--- src/rtl/modulo_frequencimetro.sv ---
// rtl/modulo_frequencimetro.sv - gated frequency meter counting sig_in rising edges over a clk window
//
// Purpose: counts rising edges of the asynchronous input sig_in over a window
// of GATE_CYCLES clk cycles and publishes the result with a one-cycle done pulse.
//
// Parameters:
//   GATE_CYCLES  window length in clk cycles (1 .. 2^24-1)
//   CNT_W        width of the edge counter and of count
//
// Ports:
//   clk     in   system clock, rising-edge active
//   clr     in   asynchronous active-high reset
//   sig_in  in   signal to be measured, asynchronous to clk
//   start   in   single-cycle request to open a window
//   busy    out  high while a window is open
//   done    out  one-cycle pulse when count/ovf are updated
//   count   out  edges counted in the last completed window
//   ovf     out  last completed window saturated the counter
//
// Configuration macro: FREQ_CONTINUOUS_EN
//   defined   - after each done a new window reloads and starts immediately
//   undefined - single-shot, every window needs a start

module modulo_frequencimetro #(
    parameter int GATE_CYCLES = 1000,
    parameter int CNT_W       = 16
) (
    input  logic             clk,
    input  logic             clr,
    input  logic             sig_in,
    input  logic             start,
    output logic             busy,
    output logic             done,
    output logic [CNT_W-1:0] count,
    output logic             ovf
);

    localparam int GATE_W = ($clog2(GATE_CYCLES + 1) < 1) ? 1 : $clog2(GATE_CYCLES + 1);
    localparam logic [GATE_W-1:0] GATE_LOAD = GATE_W'(GATE_CYCLES - 1);
    localparam logic [CNT_W-1:0]  CNT_MAX   = '1;

    typedef enum logic {
        IDLE,
        MEASURE
    } state_t;

    state_t              state_q, state_d;
    logic                s1_q, s1_d, s2_q, s2_d, s3_q, s3_d;
    logic [CNT_W-1:0]    edge_cnt_q, edge_cnt_d;
    logic                ovf_int_q, ovf_int_d;
    logic [GATE_W-1:0]   gate_q, gate_d;
    logic                busy_q, busy_d;
    logic                done_q, done_d;
    logic [CNT_W-1:0]    count_q, count_d;
    logic                ovf_q, ovf_d;

    logic                sig_rise;
    logic                cnt_at_max;
    logic [CNT_W-1:0]    cnt_next;
    logic                ovf_next;

    always_comb begin
        state_d    = state_q;
        edge_cnt_d = edge_cnt_q;
        ovf_int_d  = ovf_int_q;
        gate_d     = gate_q;
        busy_d     = busy_q;
        done_d     = 1'b0;
        count_d    = count_q;
        ovf_d      = ovf_q;

        // s1 is the metastability catcher; the rise is detected between s2 and s3
        s1_d = sig_in;
        s2_d = s1_q;
        s3_d = s2_q;

        sig_rise   = s2_q & ~s3_q;
        cnt_at_max = (edge_cnt_q == CNT_MAX);
        cnt_next   = (sig_rise && !cnt_at_max) ? edge_cnt_q + 1'b1 : edge_cnt_q;
        ovf_next   = ovf_int_q | (sig_rise & cnt_at_max);

        case (state_q)
            IDLE: begin
                busy_d = 1'b0;
                if (start) begin
                    state_d    = MEASURE;
                    edge_cnt_d = '0;
                    ovf_int_d  = 1'b0;
                    gate_d     = GATE_LOAD;
                    busy_d     = 1'b1;
                end
            end
            MEASURE: begin
                busy_d     = 1'b1;
                edge_cnt_d = cnt_next;
                ovf_int_d  = ovf_next;
                gate_d     = gate_q - 1'b1;
                if (gate_q == '0) begin
                    // the edge seen on the closing cycle still belongs to this window
                    count_d = cnt_next;
                    ovf_d   = ovf_next;
                    done_d  = 1'b1;
                    busy_d  = 1'b0;
`ifdef FREQ_CONTINUOUS_EN
                    // reload in place so the next window starts with the done cycle
                    state_d    = MEASURE;
                    edge_cnt_d = '0;
                    ovf_int_d  = 1'b0;
                    gate_d     = GATE_LOAD;
`else
                    state_d    = IDLE;
`endif
                end
            end
            default: begin
                state_d = IDLE;
                busy_d  = 1'b0;
            end
        endcase
    end

    always_ff @(posedge clk or posedge clr) begin
        if (clr) begin
            state_q    <= IDLE;
            s1_q       <= 1'b0;
            s2_q       <= 1'b0;
            s3_q       <= 1'b0;
            edge_cnt_q <= '0;
            ovf_int_q  <= 1'b0;
            gate_q     <= '0;
            busy_q     <= 1'b0;
            done_q     <= 1'b0;
            count_q    <= '0;
            ovf_q      <= 1'b0;
        end else begin
            state_q    <= state_d;
            s1_q       <= s1_d;
            s2_q       <= s2_d;
            s3_q       <= s3_d;
            edge_cnt_q <= edge_cnt_d;
            ovf_int_q  <= ovf_int_d;
            gate_q     <= gate_d;
            busy_q     <= busy_d;
            done_q     <= done_d;
            count_q    <= count_d;
            ovf_q      <= ovf_d;
        end
    end

    assign busy  = busy_q;
    assign done  = done_q;
    assign count = count_q;
    assign ovf   = ovf_q;

endmodule
--- config.mk ---
export PLATFORM = sky130hd
export DESIGN_NAME = modulo_frequencimetro
export DESIGN_NICKNAME = d
export VERILOG_FILES = /design/src/rtl/modulo_frequencimetro.sv
export SDC_FILE = /design/constraint.sdc
export NUM_CORES = 1
export LEC_CHECK = 0
export BUFFER_PORTS_ARGS = -buffer_cell sky130_fd_sc_hd__clkbuf_2
export CORE_AREA = 2 2 68 70
export CTS_CLUSTER_DIAMETER = 60
export DETAILED_ROUTE_END_ITERATION = 12
export DIE_AREA = 0 0 70 72
export MAX_ROUTING_LAYER = met4
export PLACE_DENSITY = 0.8
export SLEW_MARGIN = 10
export SYNTH_ARGS = -nofsm -noshare
export SYNTH_HDL_FRONTEND = slang
export SYNTH_SLANG_ARGS = --single-unit
--- constraint.sdc ---
create_clock -name clk -period 2.7 [get_ports clk]
set_input_delay 0.135 -clock clk [delete_from_list [all_inputs] [get_ports clk]]
set_output_delay 0.135 -clock clk [all_outputs]
set_load 0.01 [all_outputs]
Word level (Yosys, flattened, before mapping):

Cells that the tools add are included.

* input bits: 4
* register bits: 49

* add/subtract/negate cells: 2
* equality and inequality tests: 2
* bitwise operators: 5
* reductions and logical operators: 4
* muxes and demuxes: 12

Operators by type and width (number)
* $mux W16: 2
* $pmux W16 S2: 1
* $pmux W10 S2: 1
* $add A16 B1 Y16 const B: 1
* $eq A16 B16 Y1 const B: 1
* $logic_not A10 Y1: 1
* $mux W10: 1
* $sub A10 B1 Y10 const B: 1
* $mux W1: 5
* $pmux W1 S2: 2
* $and A1 B1 Y1: 2
* $ne A2 B2 Y1 const B: 1
* $not A1 Y1: 2
* $reduce_and A2 Y1: 1
* $logic_and A1 B1 Y1: 1
* $logic_not A1 Y1: 1
* $or A1 B1 Y1: 1

Logic depth before layout (Yosys ltp):

Gate-level depths: netlist of the first run.

* depth after elaboration: 5
* gate-level depth with buffers: 8
* depth with buffers taken out: 7

Least setup slack after synthesis of the first run:

Ideal clock, no wire load.

* kind: reg2reg
* start: register gate_q[6]
* end: register count_q[8], in the netlist count[8]
* arrival time: 1.810 ns
* period minus slack after synthesis: 1.928 ns
* stages on the path, launching flop included: 7
* required time: 2.582 ns
* setup time: 0.118 ns
* slack: 0.772 ns
* buffers on the path: 2
* cells stage by stage: dfrtp_1 > or3_1 > or3_1 > or3_1 > buf_2 > buf_6 > a21o_1

* longest elaborated chain between the ends: 2

Ends and longest elaborated chain
* from (decl): RTL line 51 `logic [GATE_W-1:0] gate_q, gate_d;`
* from (signal assigned): RTL line 142 `gate_q <= gate_d;`
* $logic_not A10 Y1: RTL line 98 `if (gate_q == '0) begin`
* $reduce_and A2 Y1 (no source line)
* to (signal assigned): RTL line 145 `count_q <= count_d;`
* to (decl): RTL line 54 `logic [CNT_W-1:0] count_q, count_d;`

Every way passes these cells.
A chain may end at the register's enable or synchronous reset.

Worst setup path after layout of the first run:

Same ends and word-level chain as after synthesis.

==> results of run 1 <==
==> registers in the layout, summed over array words and instances (netlist names) <==
name and count:
count 16, ovf_int_q 1, edge_cnt_q 16, gate_q 10
s3_q 1, busy 1, s2_q 1, s1_q 1
done 1, ovf 1
==> Yosys cell counts, types with 2 or more instances <==
| master | count | area, um^2 |
|---|---|---|
| dfrtp_1 | 49 | 1226 |
| nand2_1 | 28 | 105.1 |
| a21oi_1 | 20 | 100.1 |
| nor2_1 | 18 | 67.56 |
| nor3_1 | 15 | 75.07 |
| o21ai_1 | 14 | 70.07 |
| xnor2_1 | 13 | 113.9 |
| inv_1 | 11 | 41.29 |
| clkbuf_1 | 7 | 26.28 |
| a31oi_1 | 6 | 37.54 |
| mux2i_1 | 5 | 50.05 |
| nand4_1 | 5 | 31.28 |
| nor4_1 | 5 | 31.28 |
| o21ai_0 | 5 | 25.02 |
| or3_1 | 5 | 31.28 |
| buf_2 | 4 | 20.02 |
| nand2b_1 | 4 | 25.02 |
| nand3_1 | 4 | 20.02 |
| buf_6 | 3 | 33.78 |
| o22ai_1 | 3 | 18.77 |
| a21o_1 | 2 | 15.01 |
| and3_1 | 2 | 12.51 |
| clkbuf_2 | 2 | 10.01 |
| ha_1 | 2 | 25.02 |
| nand3b_1 | 2 | 15.01 |
| nor2b_1 | 2 | 12.51 |
| o21a_1 | 2 | 15.01 |
==> where the power goes <==
group	internal [mW]	switching, mW
Clock	0.302	0.239
Combinational	0.157	0.177
Sequential	0.853	0.146
==> metrics by stage <==
step	cell area [um^2]	hold WS, ns
after detailed placement	2594	0.2446
after CTS	2720	0.08311
after global routing	2720	0.1378
after floorplan	2486	0.1664
final	2720	0.04219
after global placement	2594	0.2433
==> worst paths after layout <==
kind / start / to / slack (ns) / depth (start not counted)
max: gate_q[6]$_DFFE_PP0P_ / count[8]$_DFFE_PP0P_ / 0.54 / 5
max reg2reg: gate_q[6]$_DFFE_PP0P_ / count[8]$_DFFE_PP0P_ / 0.54 / 5
min reg2reg: s1_q$_DFF_PP0_ / s2_q$_DFF_PP0_ / 0.36 / 0
max in group asynchronous: clr / gate_q[4]$_DFFE_PP0P_ / 2.05 / 2
min: clr / count[5]$_DFFE_PP0P_ / 0.04 / 2
min in group clk: start / gate_q[3]$_DFFE_PP0P_ / 0.13 / 2
==> timing repair <==
item / in CTS / in global routing
endpoints found under the setup margin: 0 / 0
gates resized for setup: 0 / 0
hold buffers: 1 / 0
setup buffers: 0 / 0
hold endpoints to repair: 1 / 0
==> metal layers <==
| layer | part of all wire [%] | wire, um | vias up |
|---|---|---|---|
| met5 | 0 | 0 | - |
| met4 | 0.48 | 22 | 0 |
| met2 | 44 | 2020 | 53 |
| li1 | - | - | 952 |
| met3 | 5.0 | 229 | 2 |
| met1 | 51 | 2328 | 882 |
==> cells in the final DEF (no fill, tap or decap), types with 6 or more instances in the layout <==
cell type | netlist | layout
inv_1 | 11 | 10
nor3_1 | 15 | 15
o21ai_1 | 14 | 14
nand2_1 | 28 | 28
clkbuf_8 | 0 | 6
xnor2_1 | 13 | 13
dfrtp_1 | 49 | 49
clkbuf_2 | 2 | 22
a21oi_1 | 20 | 20
a31oi_1 | 6 | 6
nor2_1 | 18 | 18
==> layout make-up <==
| type | instances | share of cell area [%] |
|---|---|---|
| tap | 52 | 2.392 |
| sequential | 49 | 45.08 |
| clock buffer | 7 | 3.174 |
| clock inverter | 1 | 1.104 |
| multi-input combinational | 183 | 41.35 |
| timing repair buffer | 26 | 5.244 |
| inverter | 12 | 1.656 |
==> kinds of logic (layout without fill, tap and decap cells) <==
family	after synthesis	count (layout)	synth area share [%]
DFF	49	49	49.32
muxes	5	5	2.013
buffers and inverters	28	46	5.435
adders and majority gates	2	2	1.006
xor gates and xnor gates	13	13	4.580
and+or+nand+nor	101	101	22.65
AOI/OAI and AO/OA	62	62	15.00
==> critical path, delay by kind of cell (launching register included) <==
family / cells / cell delay [ns]
AO/OA/AOI/OAI: 1 / 0.19
buffers and inverters: 1 / 0.27
flip-flops: 1 / 0.41
AND/OR/NAND/NOR: 3 / 1.19
==> metrics, run 1 <==
global-route wire length before repair=around 8300 um; Pwr Density=between 600 and 700 mW/mm^2; GRT met3 Usage=around 4.6%; DR WL/cell=around 14 um; synth warn=0; Final GP Congestion=around 0.84; nets=between 200 and 300; ant diodes=0; final hold viol count=0; Setup WS post-layout=around 0.54 ns; Die Width=about 70 um; crit-path max cell delay=about 0.48 ns; # Max-Cap Violations=0; Worst VDD drop=roughly 0.52 mV; # DRC=0; Hold Path Class=in -> async; crit path kind=reg -> reg; layout cells sized above 1=~15%; Initial Util=about three fifths; met2 Use GR=between 20% and 30%; IO Pins=23; Die ar.=approximately 0.0050 mm^2; # port buffers=22; Seq cells post-synth=between 40 and 50; routed vias=~1,900; async set-reset flop share out of synthesis=100.0%; Post-DRT Antenna Nets=0; CTS Buf Count=5; CP endpoint kind=flop; total grt overflow=0; CP dominant cell by count=or3_1; P&R area growth vs syn=9.411%; GRT Resource Usage Total=approximately a fifth; critical-path cell list=or3_1 -> or3_1 -> or3_1 -> buf_4 -> a21o_1; Post-Synthesis Cell Area=around 0.0025 mm^2; Layout Skew=around 0.0054 ns; clk_lat worst skew=about 0.30 ns; CP max stage cell=or3_1; CP max FO=23; Max Fclk=approximately 460 MHz; met1 usage=between 30% and 40%; Via density=5.724; footprint of the multi-input gates=~0.0011 mm^2; prevailing post-synth register cell=dfrtp_1; status=complete, no violations; setup_tns=0 ns; clk buf depth=2; total power=~1.9 mW; Die Span Y=around 70 um; Core Area=approximately 0.0043 mm^2; Static Leak=1.217 nW; WP data arrival=about 2.4 ns; register area share after synthesis=between 40% and 50%; routed wire length=~4600 um; Startpoint Class=flop; setup violators final=0; Req. time, crit path=between 2 and 3 ns; H-Tree Depth=2; DP Worst Slack=approximately 0.55 ns; Finished Layout Cells=330; drt pass-1 iters=4; # rows=24; post-route minimum period=between 2 and 2.5 ns; syn avg cell area=9.562 um^2; sequential cell area=0.001226 mm^2; Worst-Margin Slew=0.9899 ns; detailed router's first-iteration violation count=about 180; gr busiest metal=met1; Synth cell types=around 50; initial antenna violation count=0; relative slew slack=about a third; Post-Place Cells=~320; Final Core Density=a little under two thirds; Max Slew Vio Count=0; RSZ-0062 raised after global routing=false; Fillers=363; hpwl dp=roughly 3200 um; clock-pin slew on the worst setup and hold paths=around 0.090 ns; largest net degree at the start of global routing=50; Final Cycle Share=about four fifths; vias in the first global route=1,682; clk root buf=clkbuf_8; TritonCTS clock tree=done; Cells after Synth=260; Synth Net Count=between 200 and 300; Sink Count=49; Post-synth EDFFs=0
Power figures use the tool's default switching activity.
==> run 2: changes to the inputs <==
--- a/config.mk
+++ b/config.mk
@@ -5,13 +5,14 @@
 export SDC_FILE = /design/constraint.sdc
 export NUM_CORES = 1
 export LEC_CHECK = 0
+export ABC_AREA = 1
 export BUFFER_PORTS_ARGS = -buffer_cell sky130_fd_sc_hd__clkbuf_2
-export CORE_AREA = 2 2 68 70
+export CORE_AREA = 2 2 73 75
 export CTS_CLUSTER_DIAMETER = 60
 export DETAILED_ROUTE_END_ITERATION = 12
-export DIE_AREA = 0 0 70 72
+export DIE_AREA = 0 0 75 77
 export MAX_ROUTING_LAYER = met4
-export PLACE_DENSITY = 0.8
+export PLACE_DENSITY = 0.76
 export SLEW_MARGIN = 10
 export SYNTH_ARGS = -nofsm -noshare
 export SYNTH_HDL_FRONTEND = slang
==> constraint.sdc (replaced) <==
create_clock -name clk -period 1.77 [get_ports clk]
set_input_delay 0.0885 -clock clk [delete_from_list [all_inputs] [get_ports clk]]
set_output_delay 0.0885 -clock clk [all_outputs]
set_load 0.01 [all_outputs]
==> metrics, run 2 <==
Pwr Density=roughly 1000 mW/mm^2; setup_tns=0 ns; Post-DRT Antenna Nets=0; Req. time, crit path=about 2 ns; Post-synth EDFFs=0; Final GP Congestion=approximately 0.87; CP max FO=9; routed wire length=between 5000 and 6000 um; prevailing post-synth register cell=dfrtp_1; Worst-Margin Slew=0.5441 ns; detailed router's first-iteration violation count=230; GRT Resource Usage Total=a little over a fifth; final hold viol count=0; async set-reset flop share out of synthesis=100.0%; Via density=~5; # DRC=0; Logic pwr share=between 20% and 30%; Internal=around 1.9 mW; Setup WS post-layout=between 0.1 and 0.15 ns; synth warn=0; setup violators final=0; # rows=26; Hold Path Stages=4; Die Width=approximately 75 um; routed vias=2,191; Startpoint Class=flop; crit path buf inv count=1; relative slew slack=63.68%; multiplexer share of the synthesized area=0%; most frequent cells in the layout=nand2_1, dfrtp_1, nand3_1; dpl cell area=about 0.0028 mm^2; worst reg2reg setup slack=between 0.1 and 0.15 ns; clk root buf=clkbuf_8; Layout Skew=roughly 0.0066 ns; crit path kind=reg -> reg; top-count cell post-synth=nand2_1; post-route minimum period=roughly 1.6 ns; clock power share=between 20% and 30%; Seq cells post-synth=between 40 and 50; crit-path leading delay family=simple AND/OR/NAND/NOR gates; CP endpoint kind=flop; simple-gate share of the synthesized area=40.48%; TritonCTS clock tree=done; hold slack=~0.11 ns; Max Fclk=607.3 MHz; CP max stage cell=dfrtp_1; Synth top area share=roughly 47%; vias in the first global route=just over 2,000; global-route wire length before repair=~9300 um; total grt overflow=0; hold_sp=start; synth top area cells=dfrtp_1, nand2_1, nand3_1; sw power=around 1.2 mW; Initial Util=51.91%; Seq pwr share=48.9%; Post-Place Cells=427; Hold Path Class=in -> reg; commonest non-fill, non-tap cell in the layout=nand2_1; # port buffers=22; register area share after synthesis=47.46%; Synth Net Count=343; R2R depth=8; DR WL/cell=around 13 um; Cells after Synth=approximately 340; clk buf depth=2; Fillers=~450; CP dominant cell by count=nand3_2; Compound-Gate Fraction of Synth Area=between 3 and 4%; hpwl dp=roughly 3800 um; Post-Synthesis Cell Area=between 0.002 and 0.003 mm^2; Synth top cells by count=nand2_1, dfrtp_1, nand3_1, inv_1, nor2_1; Min-Delay Endpoint=ovf_int_q$_DFFE_PP0P_; layout cells sized above 1=approximately 17%; ant diodes=0; clock-pin slew on the worst setup and hold paths=0.09 ns; clk_lat worst skew=about 0.31 ns; switching fraction of total power=37.90%; initial antenna violation count=0; Synth Area in Adders=less than 1%; Synth cell types=28; critical-path cell list=ha_2 -> nand3_2 -> nor2_4 -> nand3_4 -> buf_4 -> nand3_2 -> nand3_1 -> nand2_1; IO Pins=23; largest net degree at the start of global routing=28; xor and xnor area share after synthesis=less than 1%; crit-path max cell delay=0.42 ns; nets=~380; Sink Count=49; Die Span Y=77 um; Max Slew Vio Count=0; status=complete, no violations; P&R area growth vs syn=14.43%; DP Worst Slack=approximately 0.065 ns; Critical Path Stages=8; largest family of logic cells by synthesized area=simple AND/OR/NAND/NOR gates; reg2reg end=edge_cnt_q[4]$_DFFE_PP0P_; # Max-Cap Violations=0; WP data arrival=1.90 ns; Die ar.=roughly 0.0058 mm^2; H-Tree Depth=2; Static Leak=about 1.5 nW; Finished Layout Cells=440; Core Area=approximately 0.005 mm^2; Worst VDD drop=between 0.5 and 0.6 mV; CTS Buf Count=5; drt pass-1 iters=4; Final Cycle Share=between 90% and 100%; Yosys top cell by area=dfrtp_1; syn avg cell area=around 7.7 um^2; worst r2r src=edge_cnt_q[0]$_DFFE_PP0P_; design area=a little under 0.003 mm^2
run 2: cell types whose count changed after synthesis, sizes merged, moves of 6 or more:
cell / delta
xnor2: -12
nand2: +106
a31oi: -6
nor2: +17
inv: +24
o21ai: -12
clkbuf: -7
nor4: -7
nor3: -14
nand3: +46
a21oi: -18
run 2: worst max path at each step:
stage,from,slack [ns],to
after floorplan,gate_q[0]$_DFFE_PP0P_,0.26,count[7]$_DFFE_PP0P_
after global placement,edge_cnt_q[0]$_DFFE_PP0P_,0.09,edge_cnt_q[1]$_DFFE_PP0P_
after detailed placement,edge_cnt_q[0]$_DFFE_PP0P_,0.06,count[1]$_DFFE_PP0P_
after CTS,edge_cnt_q[0]$_DFFE_PP0P_,0.04,count[1]$_DFFE_PP0P_
after global routing,edge_cnt_q[0]$_DFFE_PP0P_,-0.004,count[13]$_DFFE_PP0P_
final,edge_cnt_q[0]$_DFFE_PP0P_,0.12,edge_cnt_q[4]$_DFFE_PP0P_
run 2: kinds of logic after synthesis:
group	after synthesis
adders and majority gates	2
DFF	49
xor gates and xnor gates	2
AOI/OAI and AO/OA	15
and+or+nand+nor	226
buffers and inverters	43
run 2: layout make-up:
cell class	count	area (um^2)	area share [%]
Multi-Input combinational cell	246	1207	40.84
Sequential cell	49	1226	41.47
Inverter	36	138.9	4.697
Tap cell	70	87.58	2.962
Clock inverter	1	5.005	0.1693
Clock buffer	7	96.34	3.259
Timing Repair Buffer	31	195.2	6.602
run 2: per-layer routing:
| layer | vias up | GRT usage (%) | routed length [um] |
|---|---|---|---|
| met5 | - | - | 0 |
| met4 | 0 | 6.429 | 89 |
| met3 | 6 | 4.336 | 177 |
| met2 | 39 | 33.77 | 2621 |
| met1 | 1019 | 27.64 | 2724 |
| li1 | 1127 | - | - |
run 2: worst min-delay path: cells and delay by family:
family                 cells  cell delay (ns)
AO/OA/AOI/OAI              1             0.12
buffers and inverters      2             0.12
AND/OR/NAND/NOR            1             0.05
run 2: power groups by stage:
stage	Combinational [mW]	Clock [mW]	Sequential, mW
floorplan	0.669	0	1.46
global placement	0.773	0	1.51
detailed placement	0.795	0	1.51
CTS	0.799	0.740	1.50
global route	0.958	0.792	1.54
finish	0.835	0.738	1.51
run 2: repair_timing:
item                                    in CTS  in global routing
endpoints found under the setup margin       0                 21
setup buffers                                0                  2
resized for setup                            0                  7
hold buffers                                 2                  0
endpoints found under the hold margin       23                  0
run 2: per-stage QoR:
stage | util, % | power (mW)
2_1_floorplan | - | 2.131
3_3_place_gp | 55.93 | 2.280
3_5_place_dp | 55.93 | 2.305
4_1_cts | 58.37 | 3.034
5_1_grt | 59.40 | 3.286
6_report | 59.40 | 3.079
